[src/rtl/uart_arbiter_pkg.sv]
// Shared types and constants for the UART TX arbiter: FSM states, the UART
// register map entry the arbiter writes to, and the byte-lane strobe.
package uart_arbiter_pkg;

   typedef enum logic [1:0] {
      IDLE   = 2'd0,
      LOCKED = 2'd1,
      WRITE  = 2'd2
   } uart_arb_state_t;

   // Register map of the uart block; only the TX buffer entry is used here.
   typedef enum logic [1:0] {
      UART_CTRL      = 2'd0,
      UART_STATUS    = 2'd1,
      UART_RX_BUFFER = 2'd2,
      UART_TX_BUFFER = 2'd3
   } uart_registers_t;

   localparam logic [1:0] UART_TX_BUFFER_ADDR = UART_TX_BUFFER;
   localparam logic [3:0] UART_TX_STROBE      = 4'b0001;

endpackage

[src/rtl/uart_tx_arbiter_if.sv]
// Requester byte streams plus the uart write port, as seen by the arbiter.
// master = arbiter side, slave = requesters/uart side.
interface uart_tx_arbiter_if #(
   parameter int NUM_REQ = 4
);
   logic [NUM_REQ-1:0]   req_valid_i;
   logic [NUM_REQ*8-1:0] req_data_i;
   logic [NUM_REQ-1:0]   req_last_i;
   logic [NUM_REQ-1:0]   req_ready_o;
   logic [NUM_REQ-1:0]   grant_o;
   logic                 uart_write_o;
   logic [1:0]           uart_write_address_o;
   logic [31:0]          uart_write_data_o;
   logic [3:0]           uart_write_strobe_o;
   logic                 uart_write_error_i;
   logic                 uart_write_done_i;

   modport master (
      input  req_valid_i, req_data_i, req_last_i, uart_write_error_i, uart_write_done_i,
      output req_ready_o, grant_o, uart_write_o, uart_write_address_o,
             uart_write_data_o, uart_write_strobe_o
   );

   modport slave (
      output req_valid_i, req_data_i, req_last_i, uart_write_error_i, uart_write_done_i,
      input  req_ready_o, grant_o, uart_write_o, uart_write_address_o,
             uart_write_data_o, uart_write_strobe_o
   );
endinterface

[src/rtl/round_robin_picker.sv]
// Combinational round-robin pick: one-hot grant to the first requester at or
// above ptr_i, wrapping modulo NUM_REQ.
module round_robin_picker #(
   parameter  int NUM_REQ = 4,
   localparam int PW      = $clog2(NUM_REQ)
) (
   input  logic [NUM_REQ-1:0] req_i,
   input  logic [PW-1:0]      ptr_i,
   output logic [NUM_REQ-1:0] grant_o
);

   logic          found;
   logic [PW-1:0] idx;

   always_comb begin
      grant_o = '0;
      found   = 1'b0;
      idx     = '0;
      for (int i = 0; i < NUM_REQ; i++) begin
         idx = PW'((int'(ptr_i) + i) % NUM_REQ);
         if (req_i[idx] && !found) begin
            grant_o[idx] = 1'b1;
            found        = 1'b1;
         end
      end
   end

endmodule

[src/rtl/uart_tx_arbiter.sv]
// Round-robin arbiter sharing one uart TX buffer between NUM_REQ byte streams;
// holds the grant for a frame and re-issues each write until the uart takes it.
module uart_tx_arbiter
   import uart_arbiter_pkg::*;
#(
   parameter int NUM_REQ      = 4,
   parameter int MAX_FRAME    = 64,
   parameter int IDLE_TIMEOUT = 16
) (
   input  logic                      clk_i,
   input  logic                      rst_i,
   uart_tx_arbiter_if.master         bus,
   output logic                      busy_o
);

   localparam int PW = $clog2(NUM_REQ);
   localparam int BW = $clog2(MAX_FRAME + 1);
   localparam int IW = $clog2(IDLE_TIMEOUT + 1);

   uart_arb_state_t      state_q, state_d;
   logic [PW-1:0]        owner_q, owner_d;
   logic [NUM_REQ-1:0]   grant_q, grant_d;
   logic [PW-1:0]        rr_ptr_q, rr_ptr_d;
   logic [BW-1:0]        byte_cnt_q, byte_cnt_d;
   logic [IW-1:0]        idle_cnt_q, idle_cnt_d;
   logic [7:0]           hold_data_q, hold_data_d;
   logic                 hold_last_q, hold_last_d;

   logic [NUM_REQ-1:0]   pick;
   logic [PW-1:0]        pick_idx;
   logic [PW-1:0]        owner_next;
   logic                 release_c;
   logic [NUM_REQ-1:0]   ready_c;
   logic                 write_c;
   logic [1:0]           addr_c;
   logic [31:0]          data_c;
   logic [3:0]           strobe_c;

   round_robin_picker #(.NUM_REQ(NUM_REQ)) u_picker (
      .req_i   (bus.req_valid_i),
      .ptr_i   (rr_ptr_q),
      .grant_o (pick)
   );

   always_comb begin
      pick_idx = '0;
      for (int i = 0; i < NUM_REQ; i++)
         if (pick[i]) pick_idx = PW'(i);
   end

   assign owner_next = (owner_q == PW'(NUM_REQ - 1)) ? '0 : owner_q + PW'(1);

   always_comb begin
      state_d     = state_q;
      owner_d     = owner_q;
      grant_d     = grant_q;
      rr_ptr_d    = rr_ptr_q;
      byte_cnt_d  = byte_cnt_q;
      idle_cnt_d  = idle_cnt_q;
      hold_data_d = hold_data_q;
      hold_last_d = hold_last_q;
      release_c   = 1'b0;
      ready_c     = '0;
      write_c     = 1'b0;
      addr_c      = '0;
      data_c      = '0;
      strobe_c    = '0;

      unique case (state_q)
         IDLE: begin
            if (|bus.req_valid_i) begin
               owner_d    = pick_idx;
               grant_d    = pick;
               byte_cnt_d = '0;
               idle_cnt_d = '0;
               state_d    = LOCKED;
            end
         end
         LOCKED: begin
            if (bus.req_valid_i[owner_q]) begin
               ready_c[owner_q] = 1'b1;
               hold_data_d      = bus.req_data_i[{owner_q, 3'b000} +: 8];
               hold_last_d      = bus.req_last_i[owner_q];
               idle_cnt_d       = '0;
               state_d          = WRITE;
            end else if (idle_cnt_q == IW'(IDLE_TIMEOUT - 1)) begin
               release_c = 1'b1;
            end else begin
               idle_cnt_d = idle_cnt_q + IW'(1);
            end
         end
         WRITE: begin
            write_c  = 1'b1;
            addr_c   = UART_TX_BUFFER_ADDR;
            data_c   = {24'b0, hold_data_q};
            strobe_c = UART_TX_STROBE;
            // error means the buffer was full: stay here and write again
            if (bus.uart_write_done_i && !bus.uart_write_error_i) begin
               byte_cnt_d = byte_cnt_q + BW'(1);
               if (hold_last_q || byte_cnt_d == BW'(MAX_FRAME)) release_c = 1'b1;
               else                                             state_d   = LOCKED;
            end
         end
         default: state_d = IDLE;
      endcase

      if (release_c) begin
         rr_ptr_d = owner_next;
         grant_d  = '0;
         state_d  = IDLE;
      end
   end

   always_ff @(posedge clk_i) begin
      if (rst_i) begin
         state_q     <= IDLE;
         owner_q     <= '0;
         grant_q     <= '0;
         rr_ptr_q    <= '0;
         byte_cnt_q  <= '0;
         idle_cnt_q  <= '0;
         hold_data_q <= '0;
         hold_last_q <= 1'b0;
      end else begin
         state_q     <= state_d;
         owner_q     <= owner_d;
         grant_q     <= grant_d;
         rr_ptr_q    <= rr_ptr_d;
         byte_cnt_q  <= byte_cnt_d;
         idle_cnt_q  <= idle_cnt_d;
         hold_data_q <= hold_data_d;
         hold_last_q <= hold_last_d;
      end
   end

   assign bus.req_ready_o          = ready_c;
   assign bus.grant_o              = grant_q;
   assign bus.uart_write_o         = write_c;
   assign bus.uart_write_address_o = addr_c;
   assign bus.uart_write_data_o    = data_c;
   assign bus.uart_write_strobe_o  = strobe_c;
   assign busy_o                   = (state_q != IDLE);

endmodule

[src/flat_wrapper.sv]
// flat-port wrapper written by rule: the top's interface ports become plain ports
module uart_tx_arbiter_flat import uart_arbiter_pkg::*;
#(
   parameter int NUM_REQ      = 4,
   parameter int MAX_FRAME    = 64,
   parameter int IDLE_TIMEOUT = 16
)
  (clk_i, rst_i, busy_o, bus_req_valid_i, bus_req_data_i, bus_req_last_i, bus_uart_write_error_i, bus_uart_write_done_i, bus_req_ready_o, bus_grant_o, bus_uart_write_o, bus_uart_write_address_o, bus_uart_write_data_o, bus_uart_write_strobe_o);
  uart_tx_arbiter_if #(.NUM_REQ(NUM_REQ)) bus_i ();
  input  logic clk_i;
  input  logic rst_i;
  output logic busy_o;
  input wire logic [$bits(bus_i.req_valid_i)-1:0] bus_req_valid_i;
  input wire logic [$bits(bus_i.req_data_i)-1:0] bus_req_data_i;
  input wire logic [$bits(bus_i.req_last_i)-1:0] bus_req_last_i;
  input wire logic [$bits(bus_i.uart_write_error_i)-1:0] bus_uart_write_error_i;
  input wire logic [$bits(bus_i.uart_write_done_i)-1:0] bus_uart_write_done_i;
  output wire logic [$bits(bus_i.req_ready_o)-1:0] bus_req_ready_o;
  output wire logic [$bits(bus_i.grant_o)-1:0] bus_grant_o;
  output wire logic [$bits(bus_i.uart_write_o)-1:0] bus_uart_write_o;
  output wire logic [$bits(bus_i.uart_write_address_o)-1:0] bus_uart_write_address_o;
  output wire logic [$bits(bus_i.uart_write_data_o)-1:0] bus_uart_write_data_o;
  output wire logic [$bits(bus_i.uart_write_strobe_o)-1:0] bus_uart_write_strobe_o;
  assign bus_i.req_valid_i = bus_req_valid_i;
  assign bus_i.req_data_i = bus_req_data_i;
  assign bus_i.req_last_i = bus_req_last_i;
  assign bus_i.uart_write_error_i = bus_uart_write_error_i;
  assign bus_i.uart_write_done_i = bus_uart_write_done_i;
  assign bus_req_ready_o = bus_i.req_ready_o;
  assign bus_grant_o = bus_i.grant_o;
  assign bus_uart_write_o = bus_i.uart_write_o;
  assign bus_uart_write_address_o = bus_i.uart_write_address_o;
  assign bus_uart_write_data_o = bus_i.uart_write_data_o;
  assign bus_uart_write_strobe_o = bus_i.uart_write_strobe_o;
  uart_tx_arbiter #(.NUM_REQ(NUM_REQ), .MAX_FRAME(MAX_FRAME), .IDLE_TIMEOUT(IDLE_TIMEOUT)) u_core (.clk_i(clk_i), .rst_i(rst_i), .bus(bus_i), .busy_o(busy_o));
endmodule
[config.mk]
export PLATFORM = sky130hd
export DESIGN_NAME = uart_tx_arbiter_flat
export DESIGN_NICKNAME = d
export VERILOG_FILES = /design/src/rtl/uart_arbiter_pkg.sv /design/src/rtl/uart_tx_arbiter_if.sv /design/src/rtl/round_robin_picker.sv /design/src/rtl/uart_tx_arbiter.sv /design/src/flat_wrapper.sv
export SDC_FILE = /design/constraint.sdc
export NUM_CORES = 1
export LEC_CHECK = 0
export CORE_AREA = 2 2 77 79
export DETAILED_ROUTE_END_ITERATION = 6
export DIE_AREA = 0 0 79 81
export MAX_ROUTING_LAYER = met4
export PLACE_DENSITY = 0.83
export SYNTH_ARGS = -nofsm -noshare
export SYNTH_HDL_FRONTEND = slang
export SYNTH_SLANG_ARGS = --single-unit
[constraint.sdc]
create_clock -name clk_i -period 2.95 [get_ports clk_i]
set_clock_uncertainty 0.1 [all_clocks]
set_input_delay 0.295 -clock clk_i [delete_from_list [all_inputs] [get_ports clk_i]]
set_output_delay 0.295 -clock clk_i [all_outputs]
set_load 0.1 [all_outputs]
==> metrics, run 1 <==
status finished, final reports clean; effective utilization at floorplan between 40% and 50%; count of unique library cells instantiated by Yosys between 40 and 50; Setup Buffers After CTS 0; share of the clock period used by the worst path after layout roughly 93%; worst vdd ir 672 µV; category of the worst setup path capture point flip-flop; final total power roughly 2.1 mW; adder-cell area share of the yosys netlist roughly 9%; sequential area share after synthesis between 20% and 30%; via count of the routed design approximately 2200; critical path launch point type flip-flop; Placed Instance Area around 0.003 mm²; asr flop ratio synth 0%; I/O Pins approximately 90; final-stage net count between 400 and 500; final hold slack roughly 0.35 ns; cell chosen for the clock root sky130_fd_sc_hd__clkbuf_8; hold-fix buffers at CTS 0; cell row count 28; flops & latches, synth 31; class of the tightest hold or removal check flip-flop to flip-flop; Slew Limit Fails 0; commonest non-fill, non-tap cells in the layout sky130_fd_sc_hd__clkdlybuf4s50_1, sky130_fd_sc_hd__nand2_1, sky130_fd_sc_hd__dfxtp_1, sky130_fd_sc_hd__conb_1, sky130_fd_sc_hd__a21oi_1; initial antenna violation count 0; detailed-route DRC error count 0; share of synthesized area spent on multiplexers approximately 14%; fin cells 415; cell leakage power approximately 1.3 nW; clock latency on the worst-skew pair about 0.28 ns; number of instances in the placed design 407; via count normalized by instance count between 5 and 6; required arrival time at the worst endpoint roughly 3.0 ns; post-cts gate resize count 0; arrival time of data at the critical path endpoint 2.80 ns; Setup violations, final 0; Worst Max-Slew Pin Slew 0.510 ns; Die W 79 µm; aggregate negative setup slack 0 ns; largest family of logic cells by synthesized area simple AND/OR/NAND/NOR gates; Maximum Capacitance Violations 0; via count of the first global-routing pass just over 2000; Avg Synthesized Cell Area about 8.8 µm²; Fmax achieved ~360 MHz; normalized max-slew margin around two thirds; y dimension of the die 81 µm; Initial DRT Pass Iterations 4; post-route ant nets 0; iteration-0 DRC count of the detailed router 76; clock period minus final worst setup slack 2.75 ns; number of flops mapped to enable cells by yosys 0; routed len/inst 13.1 µm; power density over cell area 679 mW/mm²; CTS tree yes; area growth from synthesis to layout 26.9%; final hold violation count 0; number of antenna cells inserted 0; area of the die roughly 0.0064 mm²; combined global-route utilization of all metal layers 17.5%; maximum net fanout on the critical path 8; Total Wirelength ~5400 µm; first-pass GRT wire length 8760 µm; warnings from Yosys 0; largest net degree at the start of global routing 21; worst hold start u_core.hold_data_q[5]; fraction of the mapped netlist area in compound gates 17.0%; number of clock sinks 31; maximum number of buffers from clock root to sink 2; main flop type after synthesis sky130_fd_sc_hd__dfxtp_1; area fraction in and, or, nand and nor cells after synthesis 20.0%; post-synthesis share of cell area spent on xor and xnor gates 0%; netlist area before placement about 0.0025 mm²; final weighted congestion in routability-driven placement between 0.8 and 0.9; H-tree lvl count 2; number of clock buffers inserted by TritonCTS 5; startpoint of the most critical setup path u_core.rr_ptr_q[1]; fraction of layout instances using a drive strength above 1 around 17%; setup repair after global routing missed its margin false; area of the core 0.00568 mm²; global-route congestion overflow total 0; final cell area excluding filler cells approximately 0.0031 mm²; number of buffers inserted by port buffering 64; gate count after technology mapping 278; Reg clk slew, reported paths 0.06 ns; most common library cell in the layout ignoring fill and taps sky130_fd_sc_hd__clkdlybuf4s50_1; category of the most critical setup path flip-flop to flip-flop; launch instance of the worst register-to-register path u_core.rr_ptr_q[1]; placed wire-length estimate between 4000 and 5000 µm
sequential cells by signal (all words and copies together) (netlist names):
name and flops:
u_core.hold_last_q 1, u_core.state_q 2, u_core.owner_q 2, u_core.byte_cnt_q 7, u_core.rr_ptr_q 2, u_core.hold_data_q 8
u_core.idle_cnt_q 5, u_core.bus.grant_o 4
cell type report:
class	instances	area, µm²
Sequential cell	31	621
Inverter	12	45.0
Clock inverter	1	5.00
Fill cell	520	2560
Clock buffer	7	76.3
Multi-Input combinational cell	218	1580
Tap cell	75	93.8
Timing Repair Buffer	71	691
metal layers:
metal | global-route usage [%] | share of wire [%] | routed length, µm | up-vias
met4 | 4.66 | 0.84 | 46 | 0
met2 | 31.1 | 50 | 2710 | 91
met3 | 3.78 | 6.5 | 354 | 7
met5 | - | 0 | 0 | -
met1 | 20.1 | 43 | 2340 | 1014
li1 | - | - | - | 1055
kinds of logic (layout without fill, tap and decap cells):
logic type                 after synthesis  after routing
buffers and inverters                   55             91
AOI/OAI and AO/OA                       59             59
muxes                                   17             17
other                                    1             27
DFF                                     31             31
adders and majority gates               18             18
and+or+nand+nor                         97             97
power breakdown:
group | leakage (nW) | total, mW | switching (mW) | internal [mW]
registers | 0.252 | 0.532 | 0.0464 | 0.486
clock network | 0.0422 | 0.319 | 0.154 | 0.165
logic | 0.961 | 1.26 | 0.876 | 0.384
synth_stat cells (all sizes together) (2+ instances only):
cell / count / area (µm²)
o31ai: 2 / 15.0
and3: 5 / 31.3
nand3: 2 / 10.0
a22oi: 4 / 30.0
nor3: 5 / 25.0
a21oi: 26 / 130
ha: 18 / 225
nor2b: 2 / 15.0
mux4: 14 / 319
o211ai: 2 / 20.0
o21ai: 8 / 40.0
nand2: 34 / 128
a211oi: 4 / 40.0
nor2: 22 / 82.6
and2: 11 / 68.8
nand3b: 4 / 30.0
nand4: 2 / 12.5
mux2i: 3 / 30.0
buf: 37 / 278
dfxtp: 31 / 621
inv: 12 / 45.0
a21boi: 2 / 15.0
clkbuf: 6 / 22.5
or3: 2 / 12.5
nor4: 2 / 12.5
worst max-delay path, cell delays in order (launching register included):
cell and delay, ns:
sky130_fd_sc_hd__dfxtp_1 0.48, sky130_fd_sc_hd__inv_1 0.14, sky130_fd_sc_hd__ha_1 0.35, sky130_fd_sc_hd__mux4_2 0.61, sky130_fd_sc_hd__a22oi_1 0.23, sky130_fd_sc_hd__o21ai_0 0.16, sky130_fd_sc_hd__a2111oi_4 0.43, sky130_fd_sc_hd__a211oi_1 0.12
metrics by stage:
stage                     utilization [%]  setup slack [ns]
final                                54.8             0.202
after global routing                 54.8            0.0719
after CTS                            54.9             0.106
after detailed placement             53.4             0.113
after global placement               53.4             0.233
after floorplan                         -             0.211
path summary, 6_finish.rpt:
kind | endpoint | slack [ns] | cells after the start
setup / recovery | u_core.owner_q[1] | 0.20 | 7
hold / removal | u_core.hold_data_q[5] | 0.35 | 2
setup reg to reg | u_core.owner_q[1] | 0.20 | 7
hold reg to reg | u_core.hold_data_q[5] | 0.35 | 2
Power figures use the tool's default switching activity.
==> run 2, diff against run 1 <==
--- a/config.mk
+++ b/config.mk
@@ -10,6 +10,7 @@
 export DIE_AREA = 0 0 79 81
 export MAX_ROUTING_LAYER = met4
 export PLACE_DENSITY = 0.83
+export REMOVE_ABC_BUFFERS = 1
 export SYNTH_ARGS = -nofsm -noshare
 export SYNTH_HDL_FRONTEND = slang
 export SYNTH_SLANG_ARGS = --single-unit
==> run 2 against run 1 <==
  * Sequential cell count did not move
  * Hold slack worse by 0.0022 ns
  * Global-route usage fell by 0.16 points
  * Critical endpoint unchanged
  * Power increased by 5.6%
  * Register-to-register slack improved by 0.16 ns
==> metrics, run 2 (synthesized netlist as in run 1, its figures left out) <==
placed wire-length estimate between 4000 and 5000 µm; cell row count 28; Die W 79 µm; launch instance of the worst register-to-register path u_core.rr_ptr_q[0]; number of clock sinks 31; Worst Max-Slew Pin Slew 0.512 ns; normalized max-slew margin 65.7%; share of total power consumed by net switching between 40% and 50%; Setup Buffers After CTS 0; CTS tree yes; clock latency on the worst-skew pair between 0.2 and 0.3 ns; combined global-route utilization of all metal layers about 17%; y dimension of the die between 80 and 90 µm; status finished, final reports clean; maximum number of buffers from clock root to sink 2; core utilization of the finished layout between 50% and 60%; cell chosen for the clock root sky130_fd_sc_hd__clkbuf_8; category of the worst setup path capture point flip-flop; highest layer used for signal routing met4; Most flops, register u_core.hold_data_q; area growth from synthesis to layout 28.8%; share of the clock period used by the worst path after layout a little under 90%; Reg clk slew, reported paths approximately 0.07 ns; post-cts gate resize count 0; critical path launch point type flip-flop; I/O Pins 92; Slew Limit Fails 0; initial antenna violation count 0; commonest non-fill, non-tap cells in the layout sky130_fd_sc_hd__clkdlybuf4s50_1, sky130_fd_sc_hd__nand2_1, sky130_fd_sc_hd__dfxtp_1, sky130_fd_sc_hd__conb_1, sky130_fd_sc_hd__a21oi_1; share of total power in combinational logic a little under three fifths; via count normalized by instance count 5.21; Total Wirelength around 5500 µm; clock period minus final worst setup slack 2.59 ns; fraction of layout instances using a drive strength above 1 approximately 18%; number of antenna cells inserted 0; worst vdd ir 332 µV; H-tree lvl count 2; maximum net fanout on the critical path 7; Setup violations, final 0; cell family with most CP delay compound AO/OA/AOI/OAI gates; setup repair after global routing missed its margin false; arrival time of data at the critical path endpoint around 2.7 ns; startpoint of the most critical setup path u_core.rr_ptr_q[0]; Fmax achieved 386 MHz; final total power ~2.2 mW; via count of the first global-routing pass 2008; largest registers u_core.hold_data_q: 8 flops, u_core.byte_cnt_q: 7 flops, u_core.idle_cnt_q: 5 flops; iteration-0 DRC count of the detailed router 70; list of cells traversed by the critical path inv_1, ha_1, mux4_1, a22oi_1, o21ai_0, a2111oi_4, a211oi_1; final-stage net count roughly 400; area of the core ~0.0057 mm²; proportion of power drawn by flip-flops and latches approximately a quarter; class of the tightest hold or removal check flip-flop to flip-flop; internal cell power 1.14 mW; Initial DRT Pass Iterations 4; number of clock buffers inserted by TritonCTS 5; power density over cell area ~710 mW/mm²; final hold violation count 0; final weighted congestion in routability-driven placement about 0.93; met3 routed WL between 200 and 300 µm; Maximum Capacitance Violations 0; met2 WL 2770 µm; most common library cell in the layout ignoring fill and taps sky130_fd_sc_hd__clkdlybuf4s50_1; worst hold start u_core.hold_data_q[0]; Critical Path Max Stage Delay 0.71 ns; flip-flop count of the largest register, all copies and words added 8; post-route ant nets 0; detailed-route DRC error count 0; hold-fix buffers at CTS 0; effective utilization at floorplan ~43%; largest net degree at the start of global routing 21; via count of the routed design approximately 2200; Max stage delay cell, worst path sky130_fd_sc_hd__mux4_1; routed len/inst 13.1 µm; required arrival time at the worst endpoint about 3.0 ns; area of the die 0.00640 mm²; number of buffers inserted by port buffering 64; total net switching power roughly 1.1 mW; first-pass GRT wire length 8540 µm; met1 wire length ~2300 µm; cell leakage power between 1 and 1.5 nW; number of buffers and inverters on the critical path 1; power share of the clock group between 10% and 20%; global-route congestion overflow total 0; category of the most critical setup path flip-flop to flip-flop
[run 2: cell count changes in the layout (fill, tap and decap cells not counted), sizes merged]
cell | previous run | this run
buf | 28 | 29
bufinv | 0 | 1
clkbuf | 7 | 6
[run 2: path summary, 6_finish.rpt]
kind                            to  cells after the start  slack [ns]
max reg2reg      u_core.owner_q[1]                      7        0.36
min reg2reg  u_core.hold_data_q[0]                      2        0.35
min          u_core.hold_data_q[0]                      2        0.35
max              u_core.owner_q[1]                      7        0.36
[run 2: layout make-up]
cell class,instances,area [µm²]
fill,514,2520
multi-input combinational,218,1580
timing repair buffer,72,698
sequential,31,621
tap,75,93.8
clock buffer,6,82.6
inverter,12,45.0
clock inverter,2,35.0
[run 2: metrics by stage]
step | instance area, µm² | std cells | hold WS, ns | setup TNS [ns] | setup WS [ns]
final | 3160 | 416 | 0.349 | 0 | 0.358
after global routing | 3160 | 416 | 0.378 | 0 | 0.216
after CTS | 3160 | 416 | 0.353 | 0 | 0.373
after detailed placement | 3040 | 408 | 0.344 | 0 | 0.152
after global placement | 3040 | 408 | 0.337 | 0 | 0.245
after floorplan | 2250 | 261 | 0.260 | -43.93 | -2.04
[run 2: metal layers]
metal  up-vias  global-route usage, %
met5         -                      -
met4         0                   9.14
met3        11                   2.56
met2        68                   30.1
met1      1037                   19.4
li1       1053                      -
[run 2: power groups by stage]
stage / clock [mW] / combinational (mW) / sequential, mW
after floorplan: 0 / 0.811 / 0.679
after global placement: 0 / 1.24 / 0.540
after detailed placement: 0 / 1.25 / 0.542
after CTS: 0.441 / 1.26 / 0.535
after global routing: 0.465 / 1.34 / 0.539
final: 0.437 / 1.26 / 0.534
[run 2: worst reg2reg max path, delay by kind of cell (launching register included)]
family,cells,cell delay (ns)
mux,1,0.71
buf+inv,1,0.08
flops,1,0.34
compound gates,4,0.91
fa+ha+maj,1,0.33
